### src/rtl/decoder_s2.sv
// WS2812 receive stage 2: validates low phases, assembles 24-bit GRB pixels,
// detects the latch gap and hands pixels downstream through one holding register.
module decoder_s2 #(
  parameter int TLOW_MIN       = 6,
  parameter int TLOW_MAX       = 100,
  parameter int TRES_CYCLES    = 1000,
  parameter int BITS_PER_PIXEL = 24,
  parameter int PIXIDX_W       = 12
) (
  input  logic                      i_clk,
  input  logic                      i_reset_n,
  input  logic                      i_decode_bit,
  input  logic                      i_valid,
  input  logic [9:0]                i_counter,
  input  logic                      i_rising,
  input  logic                      i_ready,
  output logic [BITS_PER_PIXEL-1:0] o_pixel,
  output logic                      o_pixel_valid,
  output logic [PIXIDX_W-1:0]       o_pixel_index,
  output logic                      o_frame_end,
  output logic                      o_error,
  output logic                      o_overrun
);

  localparam int CNT_W = $clog2(BITS_PER_PIXEL + 1);

  localparam logic [9:0] TLOW_MIN_C = 10'(TLOW_MIN);
  localparam logic [9:0] TLOW_MAX_C = 10'(TLOW_MAX);
  localparam logic [9:0] TRES_C     = 10'(TRES_CYCLES);
  localparam logic [CNT_W-1:0] BPP_C = CNT_W'(BITS_PER_PIXEL);

  typedef enum logic [1:0] {
    S_IDLE,
    S_BIT,
    S_ERR
  } state_e;

  state_e state_q, state_d;

  logic [BITS_PER_PIXEL-1:0] sr_q, sr_d;
  logic [CNT_W-1:0]          cnt_q, cnt_d;
  logic [PIXIDX_W-1:0]       idx_q, idx_d;

  logic [BITS_PER_PIXEL-1:0] pix_q, pix_d;
  logic [PIXIDX_W-1:0]       pix_idx_q, pix_idx_d;
  logic                      pix_vld_q, pix_vld_d;
  logic                      fe_q, fe_d;
  logic                      err_q, err_d;
  logic                      ovr_q, ovr_d;

  logic                      latch;
  logic                      low_ok;
  logic                      xfer;
  logic                      do_commit;
  logic                      end_frame;
  logic                      pix_done;
  logic [BITS_PER_PIXEL-1:0] shifted;
  logic [CNT_W-1:0]          cnt_inc;

  assign latch   = i_counter >= TRES_C;
  assign low_ok  = (i_counter >= TLOW_MIN_C) && (i_counter <= TLOW_MAX_C);
  assign xfer    = pix_vld_q & i_ready;
  assign shifted = {sr_q[BITS_PER_PIXEL-2:0], i_decode_bit};
  assign cnt_inc = cnt_q + 1'b1;

  always_comb begin
    state_d   = state_q;
    sr_d      = sr_q;
    cnt_d     = cnt_q;
    idx_d     = idx_q;
    pix_d     = pix_q;
    pix_idx_d = pix_idx_q;
    pix_vld_d = pix_vld_q;
    fe_d      = 1'b0;
    err_d     = 1'b0;
    ovr_d     = ovr_q;
    do_commit = 1'b0;
    end_frame = 1'b0;
    pix_done  = 1'b0;

    if (xfer) begin
      pix_vld_d = 1'b0;
    end

    unique case (state_q)
      S_IDLE: begin
        if (i_rising) begin
          state_d = S_BIT;
        end
      end
      S_BIT: begin
        // A rising edge wins over the latch gap; its low length is then illegal.
        if (i_rising) begin
          if (i_valid && low_ok) begin
            do_commit = 1'b1;
          end else begin
            err_d   = 1'b1;
            sr_d    = '0;
            cnt_d   = '0;
            state_d = S_ERR;
          end
        end else if (latch) begin
          do_commit = i_valid;
          end_frame = 1'b1;
        end
      end
      S_ERR: begin
        if (latch) begin
          fe_d    = 1'b1;
          idx_d   = '0;
          state_d = S_IDLE;
        end
      end
      default: begin
        state_d = S_IDLE;
      end
    endcase

    if (do_commit) begin
      if (cnt_inc == BPP_C) begin
        pix_done = 1'b1;
        sr_d     = '0;
        cnt_d    = '0;
        idx_d    = idx_q + 1'b1;
        if (!pix_vld_q || xfer) begin
          pix_d     = shifted;
          pix_idx_d = idx_q;
          pix_vld_d = 1'b1;
        end else begin
          ovr_d = 1'b1;
        end
      end else begin
        sr_d  = shifted;
        cnt_d = cnt_inc;
      end
    end

    if (end_frame) begin
      fe_d    = 1'b1;
      idx_d   = '0;
      sr_d    = '0;
      cnt_d   = '0;
      state_d = S_IDLE;
      if (!pix_done) begin
        err_d = 1'b1;
      end
    end
  end

  always_ff @(posedge i_clk) begin
    if (!i_reset_n) begin
      state_q   <= S_IDLE;
      sr_q      <= '0;
      cnt_q     <= '0;
      idx_q     <= '0;
      pix_q     <= '0;
      pix_idx_q <= '0;
      pix_vld_q <= 1'b0;
      fe_q      <= 1'b0;
      err_q     <= 1'b0;
      ovr_q     <= 1'b0;
    end else begin
      state_q   <= state_d;
      sr_q      <= sr_d;
      cnt_q     <= cnt_d;
      idx_q     <= idx_d;
      pix_q     <= pix_d;
      pix_idx_q <= pix_idx_d;
      pix_vld_q <= pix_vld_d;
      fe_q      <= fe_d;
      err_q     <= err_d;
      ovr_q     <= ovr_d;
    end
  end

  assign o_pixel       = pix_q;
  assign o_pixel_valid = pix_vld_q;
  assign o_pixel_index = pix_idx_q;
  assign o_frame_end   = fe_q;
  assign o_error       = err_q;
  assign o_overrun     = ovr_q;

endmodule

### config.mk
export PLATFORM = sky130hd
export DESIGN_NAME = decoder_s2
export DESIGN_NICKNAME = d
export VERILOG_FILES = /design/src/rtl/decoder_s2.sv
export SDC_FILE = /design/constraint.sdc
export NUM_CORES = 1
export LEC_CHECK = 0
export CORE_UTILIZATION = 42
export CTS_BUF_LIST = sky130_fd_sc_hd__clkbuf_4 sky130_fd_sc_hd__clkbuf_8
export CTS_CLUSTER_DIAMETER = 40
export DETAILED_ROUTE_END_ITERATION = 8
export PLACE_DENSITY = 0.65
export RECOVER_POWER = 50
export SKIP_CTS_REPAIR_TIMING = 1
export SKIP_LAST_GASP = 1
export SYNTH_ARGS = -nofsm -noshare
export SYNTH_HDL_FRONTEND = slang
export SYNTH_SLANG_ARGS = --single-unit
### constraint.sdc
create_clock -name i_clk -period 2.15 [get_ports i_clk]
set_input_delay 0.3225 -clock i_clk [delete_from_list [all_inputs] [get_ports i_clk]]
set_output_delay 0.3225 -clock i_clk [all_outputs]
set_load 0.02 [all_outputs]
---- After elaboration in Yosys (flattened, before gate mapping) ----
Index checks and enable logic that the tools add are counted.
operators by class
  add/subtract/negate cells ............... 2
  magnitude comparators ................... 3
  eq/ne operators ......................... 8
  mux-type cells .......................... 39
  bitwise logic cells ..................... 3
  reduce and logical (&&, ||, !) cells .... 12
operator list
  cell                                                  number
  two-way mux 23 bit                                    5
  two-way mux 12 bit                                    4
  two-way mux 5 bit                                     5
  two-way mux 1 bit                                     20
  adder 12 x 1 -> 12 bit, second input constant         1
  >= comparator 10 bit, second input constant           1
  >= comparator 10 x 3 -> 1 bit, second input constant  1
  <= comparator 10 x 7 -> 1 bit, second input constant  1
  inequality test 2 bit, second input constant          5
  AND reduction 3 bit                                   3
  two-way mux 2 bit                                     4
  case mux 2 bit (3 select lines)                       1
  adder 5 x 1 -> 5 bit, second input constant           1
  == test 5 bit, second input constant                  1
  AND reduction 4 bit                                   1
  nonzero test 2 bit                                    2
  == test 2 x 1 -> 1 bit, second input constant         1
  == test 2 bit, second input constant                  1
  logical AND 1 bit                                     2
  zero test 2 bit                                       1
  inverter 1 bit                                        2
  OR reduction 2 bit                                    1
  AND 1 bit                                             1
  zero test 1 bit                                       1
  logical OR 1 bit                                      1
storage, ports and cells
  bits in registers ....................... 82
  output and inout bits ................... 40
  word-level logic and storage cells ...... 77

---- Depth between registers and ports, before layout ----
Gate-level depths: netlist (run 1).
  depth in word-level cells ............... 9
  mapped depth ............................ 8
  depth with buffers taken out ............ 6

---- Worst setup path after synthesis (run 1) ----
No wires, ideal clock.
  path kind ............................... input port to flip-flop
  start ................................... input port i_counter[2]
  end ..................................... register pix_q[13] (netlist: o_pixel[13])
  library setup time ...................... 0.118 ns
  arrival time ............................ 1.766 ns
  data required time ...................... 2.032 ns
  path slack .............................. 0.266 ns
  cell stages on the path ................. 8
  buffers on the path ..................... 3
  path through ............................ a211o_1 o31a_1 a32o_1 buf_6 and3_4 buf_12 buf_12 mux2i_1
between the ends
  cells in the longest elaborated chain, start to end .. 7
  elaborated cells between the ends (all ways) .. 10
RTL lines
  item                                                                            line  text
  start: declaration                                                              14    input logic [9:0] i_counter,
  >= comparator 10 x 3 -> 1 bit or <= comparator 10 x 7 -> 1 bit (tied branches)  61    assign low_ok = (i_counter >= TLOW_MIN_C) && (i_counter <= TLOW_MAX_C);
  logical AND 1 bit                                                               61
  logical AND 1 bit                                                               94    if (i_valid && low_ok) begin
  two-way mux 1 bit                                                               94
  two-way mux 1 bit *                                                             93    if (i_rising) begin
  two-way mux 1 bit *                                                             85    unique case (state_q)
  AND reduction 3 bit (no source line) *                                          --
  end signal: assignment                                                          167   pix_q <= pix_d;
  end: declaration                                                                44    logic [BITS_PER_PIXEL-1:0] pix_q, pix_d;
Every way passes the cells marked *; elsewhere a longest branch is shown, timed or not.
A chain may end at the register's enable or synchronous reset.

---- Worst setup path in the final report (run 1) ----
  start ................................... register cnt_q[0]
  end ..................................... register idx_q[11]
between the ends
  cells in the longest elaborated chain, start to end .. 4
RTL lines
  item                      line  text
  start: declaration        41    logic [CNT_W-1:0] cnt_q, cnt_d;
  start signal: assignment  165   cnt_q <= cnt_d;
  adder 5 x 1 -> 5 bit      64    assign cnt_inc = cnt_q + 1'b1;
  == test 5 bit             120   if (cnt_inc == BPP_C) begin
  two-way mux 12 bit        120
  two-way mux 12 bit        119   if (do_commit) begin
  end signal: assignment    166   idx_q <= idx_d;
  end: declaration          42    logic [PIXIDX_W-1:0] idx_q, idx_d;
Every way passes these cells.

==> impl_metrics.ini, run 1 <==
[layout]
final_cell_mix = 90 x nand2_1, 82 x dfxtp_1, 40 x dlygate4sd3_1, 37 x mux2i_1, 24 x a22o_1
layout_commonest_cell = nand2_1
seqCellArea_sq_um = 1640
multi_input_area_sq_um = 1640
drive_gt1_frac = 0.115
syn_to_final_growth_pct = 24.2
nets = 440
fillerInstances = 740
fin_area_sq_um = 4320
finalNonFillerCells = 529
diodes = 0

[sta]
timing.hold.ws_ns = 0.285
fin_crit_ns = 1.95
worstMarginPinSlew_ns = 0.401
finalSetupViolCount = 0
drv_slew = 0
fin_skew_ns = 0.00676
worst_slack_ns = 0.202
rsz0062_at_grt = false
fmax_ghz = 0.513
hold_viol = 0
finalCritPeriodShare = 0.906
max-slew-margin-rel = 0.725

[cts]
cts.sinks = 82
cts_inserted_buffers = 9
clkSlewWorstSetupHoldPaths_ns = 0.08
cts_tree = yes
cts_max_path_buffers = 2
htree_levels = 3
clock_latency_ns = 0.35
clock-root-buffer = clkbuf_8

[critical_path]
endpoint = idx_q[11]
rr_startpoint = cnt_q[0]
path_delay_family = buffers and inverters
reg2reg_to = idx_q[11]
r2r_slack_ns = 0.20
cp.depth = 7
crit_required_ns = 2.39
slowest_stage = dfxtp_1
max_stage_delay_ns = 0.41
cp-end-kind = flip-flop
reg2regPathDepth = 7
worstPathArrival_ns = 2.19
critPathLaunch = cnt_q[0]
critPathKind = flip-flop to flip-flop
crit_fanout = 10
start_kind = flip-flop
crit_chain = nand2_1, mux2i_1, and3_1, clkbuf_1, a21oi_2, buf_2, a21o_1
cp_num_buf_inv = 2

[floorplanning]
placementRows = 32
initial_core_util = 0.441
die_height_um = 93.0
die_w_um = 93.0
fp.dieArea_sq_um = 8650
io_pins = 56
core_sq_um = 7890

[yosys]
ys_ff_latch = 82
synth_async_sr_flop_share = 0
ys_seq_area_frac = 0.472
netlist_area_sq_um = 3480
yosys_warnings = 0
synth_top_flop_cell = dfxtp_1
synth_edf_count = 0
synth_top_area_cell = dfxtp_1
yosys.area.top_type_share = 0.472
synthTopCellsByArea = dfxtp_1 47%, mux2i_1 11%, nand2_1 9.7%
synth_area_per_cell_sq_um = 9.88
syn_inst = 352
ys_types = 54
syn-num-nets = 370

[grt]
grt_pass1_wl_um = 11700
grt_pass1_vias = 2593
antenna_found_initial = 0
grt_usage = 0.170
overflow = 0
grt_max_degree = 44

[route]
drc = 0
via_per_inst = 5.10
dr_total_vias = 2699
drt-initial-drc-count = 116
routedWlPerCell_um = 12.8
drtPass1Iterations = 4
ant_nets = 0
wl_um = 6780

[place]
dp_cells = 513
port_buffers = 55
gp_congestion = 0.793
placedInstanceArea_sq_um = 4160
pre_cts_ws_ns = -0.117
place_hpwl_um = 4820

[power]
ir_drop_mv = 0.318
fin_total_pwr_mw = 2.66
p_leak_nw = 1.65
powerDensity_nw_per_um2 = 615

[hold_path]
hold_class = input port to flip-flop
min_delay_path_depth = 3

[run_status]
outcome = finished, final reports clean

[flow_run]
drv_cap = 0
## cell type report
type / instances / share of cell area
Clock buffer: 9 / 0.0287
Clock inverter: 7 / 0.0124
Inverter: 1 / 0.000869
Multi-Input combinational cell: 250 / 0.378
Sequential cell: 82 / 0.380
Tap cell: 102 / 0.0295
Timing Repair Buffer: 78 / 0.170
## worst reg2reg max path, delay by kind of cell (launching register included)
kind | cells | cell delay [ns]
AND/OR/NAND/NOR | 2 | 0.37
buffers and inverters | 2 | 0.43
AO/OA/AOI/OAI | 2 | 0.28
flip-flops | 1 | 0.41
multiplexers | 1 | 0.36
## synthesized netlist by cell type (2+ instances only)
cell type / count
nand2_1: 90
dfxtp_1: 82
mux2i_1: 37
a22o_1: 24
nand3_1: 8
a21o_1: 7
dlygate4sd3_1: 7
nor2_1: 7
a211oi_1: 6
and3_1: 6
a21oi_1: 5
buf_12: 4
nand2b_1: 4
o21ai_0: 4
o2bb2ai_1: 4
and2_1: 3
clkbuf_1: 3
or2_2: 3
xnor2_1: 3
a31oi_1: 2
buf_4: 2
ha_1: 2
mux2_2: 2
nor2b_1: 2
nor3_1: 2
o211a_1: 2
o31ai_1: 2
or3_1: 2
xor2_1: 2
## flip-flops by register name (all words and copies together) (netlist names)
signal         cells
o_pixel           24
cnt_q              5
idx_q             12
o_pixel_index     12
o_frame_end        1
sr_q              23
o_overrun          1
state_q            2
o_error            1
o_pixel_valid      1
## through the flow
stage,setup TNS [ns],utilization
3_3_place_gp,-3.15,0.528
3_5_place_dp,-5.13,0.528
5_1_grt,0,0.548
4_1_cts,0,0.550
2_1_floorplan,0,-
6_report,0,0.548
## power breakdown
part	internal, mW	total [mW]	leakage [nW]	switching, mW
clock	0.429	1.00	0.0875	0.574
combinational	0.0596	0.132	0.906	0.0724
sequential	1.52	1.52	0.661	0.00333
## per-layer routing
metal  part of all wire  up-vias  global-route usage  wire length [um]
li1                   -     1386                   -                 -
met1               0.51     1259               0.227              3470
met2               0.44       48               0.266              3010
met3              0.032        6              0.0366               215
met4              0.013        0              0.0744                87
met5                  0        -                   0                 0
## how the worst min path moves through the flow
stage | from | endpoint
floorplan | sr_q[22] | o_pixel[23]
global placement | o_pixel[0] | o_pixel[0]
detailed placement | o_pixel[15] | o_pixel[15]
CTS | i_reset_n | state_q[1]
global route | i_reset_n | state_q[1]
finish | i_reset_n | state_q[1]
## cell families after synthesis
group | Yosys count | share of synthesized area
and+or+nand+nor | 136 | 0.176
DFF | 82 | 0.472
muxes | 39 | 0.113
AOI/OAI and AO/OA | 68 | 0.161
buffers and inverters | 20 | 0.0586
xor gates and xnor gates | 5 | 0.0126
adders and majority gates | 2 | 0.00719
Note: power is estimated with default switching activity, not from simulation.
==> run 2, diff against run 1 <==
- CELL_PAD_IN_SITES_DETAIL_PLACEMENT: unset -> 0
- CELL_PAD_IN_SITES_GLOBAL_PLACEMENT: unset -> 1
- PLACE_DENSITY: 0.65 -> unset
- PLACE_DENSITY_LB_ADDON: unset -> 0.1
==> run 2 against run 1 <==
Clock skew up 0.0032 ns. Wire length up 2.4%. Non-clock buffer count unchanged. Combinational power up 3%. Utilization up 0.59 points. Hold slack better by 0.011 ns. Global-route usage up 0.85 points. First-iteration DRC count down 14%. Total power up 1.7%. Largest cell class unchanged.
==> impl_metrics.ini, run 2 (synthesis results as in run 1) <==
[run_status]
outcome = finished, final reports clean

[power]
powerDensity_nw_per_um2 = 619
p_leak_nw = 1.67
pwr-share-seq = 0.564
p_comb_frac = 0.050
power_switching_uw = 685
p_clk_frac = 0.386
power.internal_mw = 2.02
fin_total_pwr_mw = 2.70
p_sw_frac = 0.253
ir_drop_mv = 0.265

[floorplanning]
placementRows = 32
die_w_um = 93.0
die_height_um = 93.0
core_sq_um = 7890
initial_core_util = 0.441
fp.dieArea_sq_um = 8650
io_pins = 56

[sta]
max-slew-margin-rel = 0.710
hold_viol = 0
drv_slew = 0
worstMarginPinSlew_ns = 0.422
finalSetupViolCount = 0
finalCritPeriodShare = 0.900
timing.hold.ws_ns = 0.296
fin_skew_ns = 0.0100
fin_tns_setup_ns = 0
fmax_ghz = 0.517
fin_crit_ns = 1.94
rsz0062_at_grt = false

[critical_path]
crit_fanout = 4
crit_required_ns = 2.42
cp-end-kind = flip-flop
critPathKind = input port to flip-flop
start_kind = input port
worstPathArrival_ns = 2.21

[cts]
cts_max_path_buffers = 2
cts.sinks = 82
clock_latency_ns = 0.35
clkSlewWorstSetupHoldPaths_ns = 0.08
cts_tree = yes
cts_inserted_buffers = 9
clock-root-buffer = clkbuf_8
htree_levels = 3

[route]
drc = 0
dr_total_vias = 2723
wl_um = 6940
routedWlPerCell_um = 13.1
drtPass1Iterations = 4
via_per_inst = 5.15
ant_nets = 0
drt-initial-drc-count = 100

[place]
port_buffers = 55
gp_congestion = 0.881
place_hpwl_um = 4790
placedInstanceArea_sq_um = 4190

[flow_run]
drv_cap = 0

[layout]
diodes = 0
fin_area_sq_um = 4370
largest_reg_flops = 24
syn_to_final_growth_pct = 25.6
final_cell_mix = 90 x nand2_1, 82 x dfxtp_1, 40 x dlygate4sd3_1, 37 x mux2i_1, 24 x a22o_1
nets = 440
drive_gt1_frac = 0.117
layout_commonest_cell = nand2_1

[grt]
grt_max_degree = 48
grt_usage = 0.179
grt_pass1_vias = 2606
overflow = 0
grt_pass1_wl_um = 12300
antenna_found_initial = 0

[hold_path]
hold_class = input port to flip-flop
## run 2: changes by cell type in the layout (fill, tap and decap cells not counted), moves of 2 or more
cell | previous run | this run
clkinv_2 | 2 | 0
buf_4 | 14 | 16
clkbuf_1 | 4 | 2
buf_12 | 3 | 5
## run 2: final cells by class
cell class | instances | area [sq um]
fill | 738 | 3520
sequential | 82 | 1640
multi-input combinational | 250 | 1630
clock buffer | 9 | 124
inverter | 1 | 3.75
timing repair buffer | 78 | 773
clock inverter | 7 | 65.1
tap | 102 | 128
## run 2: worst max-delay path: stages
cell	delay (ns)
clkdlybuf4s50_1	0.41
a211o_1	0.33
o211ai_2	0.25
nand3_1	0.20
buf_4	0.19
or2_2	0.31
o2bb2ai_1	0.20
## run 2: worst paths after layout
kind,from,end,cells after the start,slack [ns]
max,i_counter[2],idx_q[3],7,0.21
min,i_reset_n,state_q[1],3,0.30
max reg2reg,cnt_q[0],idx_q[3],6,0.23
min reg2reg,o_pixel[9],o_pixel[9],2,0.45
## run 2: power groups by stage
stage                     combinational [mW]  sequential [mW]  clock (mW)
after CTS                              0.139             1.52        1.08
after global routing                   0.150             1.53        1.15
final                                  0.136             1.52        1.04
after global placement                 0.138             1.56           0
after floorplan                       0.0686             1.56           0
after detailed placement               0.138             1.56           0
## run 2: metrics by stage
| step | instances | setup WS (ns) | utilization |
|---|---|---|---|
| floorplan | 352 | 0.266 | - |
| detailed placement | 513 | -0.0788 | 0.531 |
| global placement | 513 | -0.0609 | 0.531 |
| global route | 529 | 0.0709 | 0.554 |
| finish | 529 | 0.215 | 0.554 |
| CTS | 529 | 0.215 | 0.555 |
## run 2: routing by layer
metal | wire length, um | GRT usage
met1 | 3440 | 0.235
met3 | 194 | 0.0317
met2 | 3200 | 0.292
met5 | 0 | 0
met4 | 101 | 0.0692
==> run 3, diff against run 2 <==
--- a/config.mk
+++ b/config.mk
@@ -6,7 +6,8 @@
 export NUM_CORES = 1
 export LEC_CHECK = 0
+export ABC_AREA = 1
 export CELL_PAD_IN_SITES_DETAIL_PLACEMENT = 0
 export CELL_PAD_IN_SITES_GLOBAL_PLACEMENT = 1
-export CORE_UTILIZATION = 42
+export CORE_UTILIZATION = 40
 export CTS_BUF_LIST = sky130_fd_sc_hd__clkbuf_4 sky130_fd_sc_hd__clkbuf_8
 export CTS_CLUSTER_DIAMETER = 40
==> constraint.sdc (replaced) <==
create_clock -name i_clk -period 2.15 [get_ports i_clk]
set_input_delay 0.645 -clock i_clk [delete_from_list [all_inputs] [get_ports i_clk]]
set_output_delay 0.645 -clock i_clk [all_outputs]
set_load 0.02 [all_outputs]
==> run 3 against run 2 <==
Clock power grew 14%. Global-route usage increased by 0.70 points. Clock skew is 0.0010 ns lower. Largest cell class is now multi-input combinational cells. Critical path type unchanged. Synthesized cell count grew 80%. Area after synthesis grew 19%. Via count is 43% higher.
==> impl_metrics.ini, run 3 <==
[run_status]
outcome = finished, final reports clean

[critical_path]
cp-end-kind = flip-flop
cp_num_buf_inv = 3
crit_required_ns = 2.40
start_kind = input port
crit_path_frequent_cell = nand2_1
crit_fanout = 15
slowest_stage = clkdlybuf4s50_1
worstPathArrival_ns = 2.27
crit_chain = clkdlybuf4s50_1, nand2_1, inv_1, nand2_1, nor2_2, nand4_1, nand2_2, buf_4, nand4_1, nand2_1, nor2_1
path_delay_family = simple AND/OR/NAND/NOR gates
max_stage_delay_ns = 0.48
critPathKind = input port to flip-flop

[route]
wl_um = 9530
drt-initial-drc-count = 198
via_per_inst = 4.74
ant_nets = 0
dr_total_vias = 3898
drc = 0
routedWlPerCell_um = 11.6
drtPass1Iterations = 4

[yosys]
synth-xor-area-share = 0.00423
syn-num-nets = 650
synth_top_flop_cell = dfxtp_1
ys_top_cells_by_count = 137 x nand2_1, 130 x inv_1, 82 x dfxtp_1
synth_edf_count = 0
ys_ff_latch = 82
yosys_warnings = 0
yosysMostFrequentCell = nand2_1
synthTopCellsByArea = dfxtp_1 40%, nand2_1 12%, inv_1 12%
netlist_area_sq_um = 4140
synth_compound_area_frac = 0.0729
synth_top_area_cell = dfxtp_1
ys_types = 27
synth_top_family_by_area = simple AND/OR/NAND/NOR gates
synth_area_per_cell_sq_um = 6.55
synthAdderAreaFrac = 0.00605
yosys.area.top_type_share = 0.397
ys_seq_area_frac = 0.397
syn_inst = 632
synth_mux_area_frac = 0
synth_simple_gate_area_share = 0.348
synth_async_sr_flop_share = 0

[sta]
fin_tns_setup_ns = 0
hold_viol = 0
fin_skew_ns = 0.00897
drv_slew = 0
fin_crit_ns = 2.02
timing.hold.ws_ns = 0.471
worst_slack_ns = 0.133
rsz0062_at_grt = true
max-slew-margin-rel = 0.689
worstMarginPinSlew_ns = 0.466
finalCritPeriodShare = 0.938
fmax_ghz = 0.496
finalSetupViolCount = 0

[cts]
clock_latency_ns = 0.35
cts_max_path_buffers = 2
clkSlewWorstSetupHoldPaths_ns = 0.09
cts_inserted_buffers = 9
clock-root-buffer = clkbuf_8
cts_tree = yes
cts.sinks = 82
htree_levels = 3

[layout]
fin_util = 0.519
largest_reg_flops = 24
nets = 703
final_cell_mix = 137 x nand2_1, 130 x inv_1, 82 x dfxtp_1, 67 x nand3_1, 62 x nor2_1
diodes = 0
syn_to_final_growth_pct = 24.3
layout_commonest_cell = nand2_1
drive_gt1_frac = 0.0739

[floorplanning]
io_pins = 56
core_sq_um = 9910
placementRows = 36
initial_core_util = 0.418
die_w_um = 104
fp.dieArea_sq_um = 10800
die_height_um = 104

[place]
pre_cts_ws_ns = -0.215
gp_congestion = 0.761
port_buffers = 55
place_hpwl_um = 6610

[grt]
antenna_found_initial = 0
grt_pass1_vias = 3576
grt_usage = 0.186
overflow = 0
grt_max_degree = 42
grt_pass1_wl_um = 16500

[hold_path]
hold_class = flip-flop to flip-flop

[power]
p_leak_nw = 2.11
powerDensity_nw_per_um2 = 555
ir_drop_mv = 0.349
fin_total_pwr_mw = 2.85

[flow_run]
drv_cap = 0
[run 3: area by class of cell]
cell class | count | area, sq um
Sequential cell | 82 | 1640
Clock inverter | 6 | 72.6
Fill cell | 1014 | 4770
Tap cell | 133 | 166
Timing Repair Buffer | 80 | 838
Multi-Input combinational cell | 380 | 1790
Clock buffer | 10 | 138
Inverter | 132 | 495
[run 3: cells by family after synthesis]
logic type               after synthesis
buffers and inverters                170
XOR/XNOR                               2
AND/OR/NAND/NOR                      319
flip-flops                            82
adder cells (fa/ha/maj)                2
AO/OA/AOI/OAI                         57
[run 3: path summary, 6_finish.rpt]
path                                   start           endpoint  slack (ns)  depth (start not counted)
worst min-delay path               o_overrun          o_overrun        0.47                          2
worst max-delay path            i_counter[6]  o_pixel_index[10]        0.13                         11
worst min register to register     o_overrun          o_overrun        0.47                          2
worst max register to register      cnt_q[0]           idx_q[7]        0.21                         10
[run 3: layer usage]
layer | GRT usage | wire length (um) | vias to the layer above
met2 | 0.331 | 4680 | 81
met4 | 0.0551 | 80 | 0
li1 | - | - | 2081
met3 | 0.0334 | 362 | 8
met1 | 0.228 | 4400 | 1728
met5 | 0 | 0 | -
[run 3: through the flow]
step	area, sq um	std cells
after detailed placement	4930	807
final	5140	823
after global routing	5140	823
after global placement	4930	807
after CTS	5140	823
after floorplan	4140	632
[run 3: worst min-delay path: stages (launching register included)]
cell and delay [ns]:
dfxtp_1 0.32, inv_1 0.05, a21oi_1 0.06
[run 3: where the power goes]
part           internal [mW]  switching (mW)
sequential              1.52         0.00331
clock                  0.581           0.612
combinational         0.0605          0.0753
total                   2.16           0.691
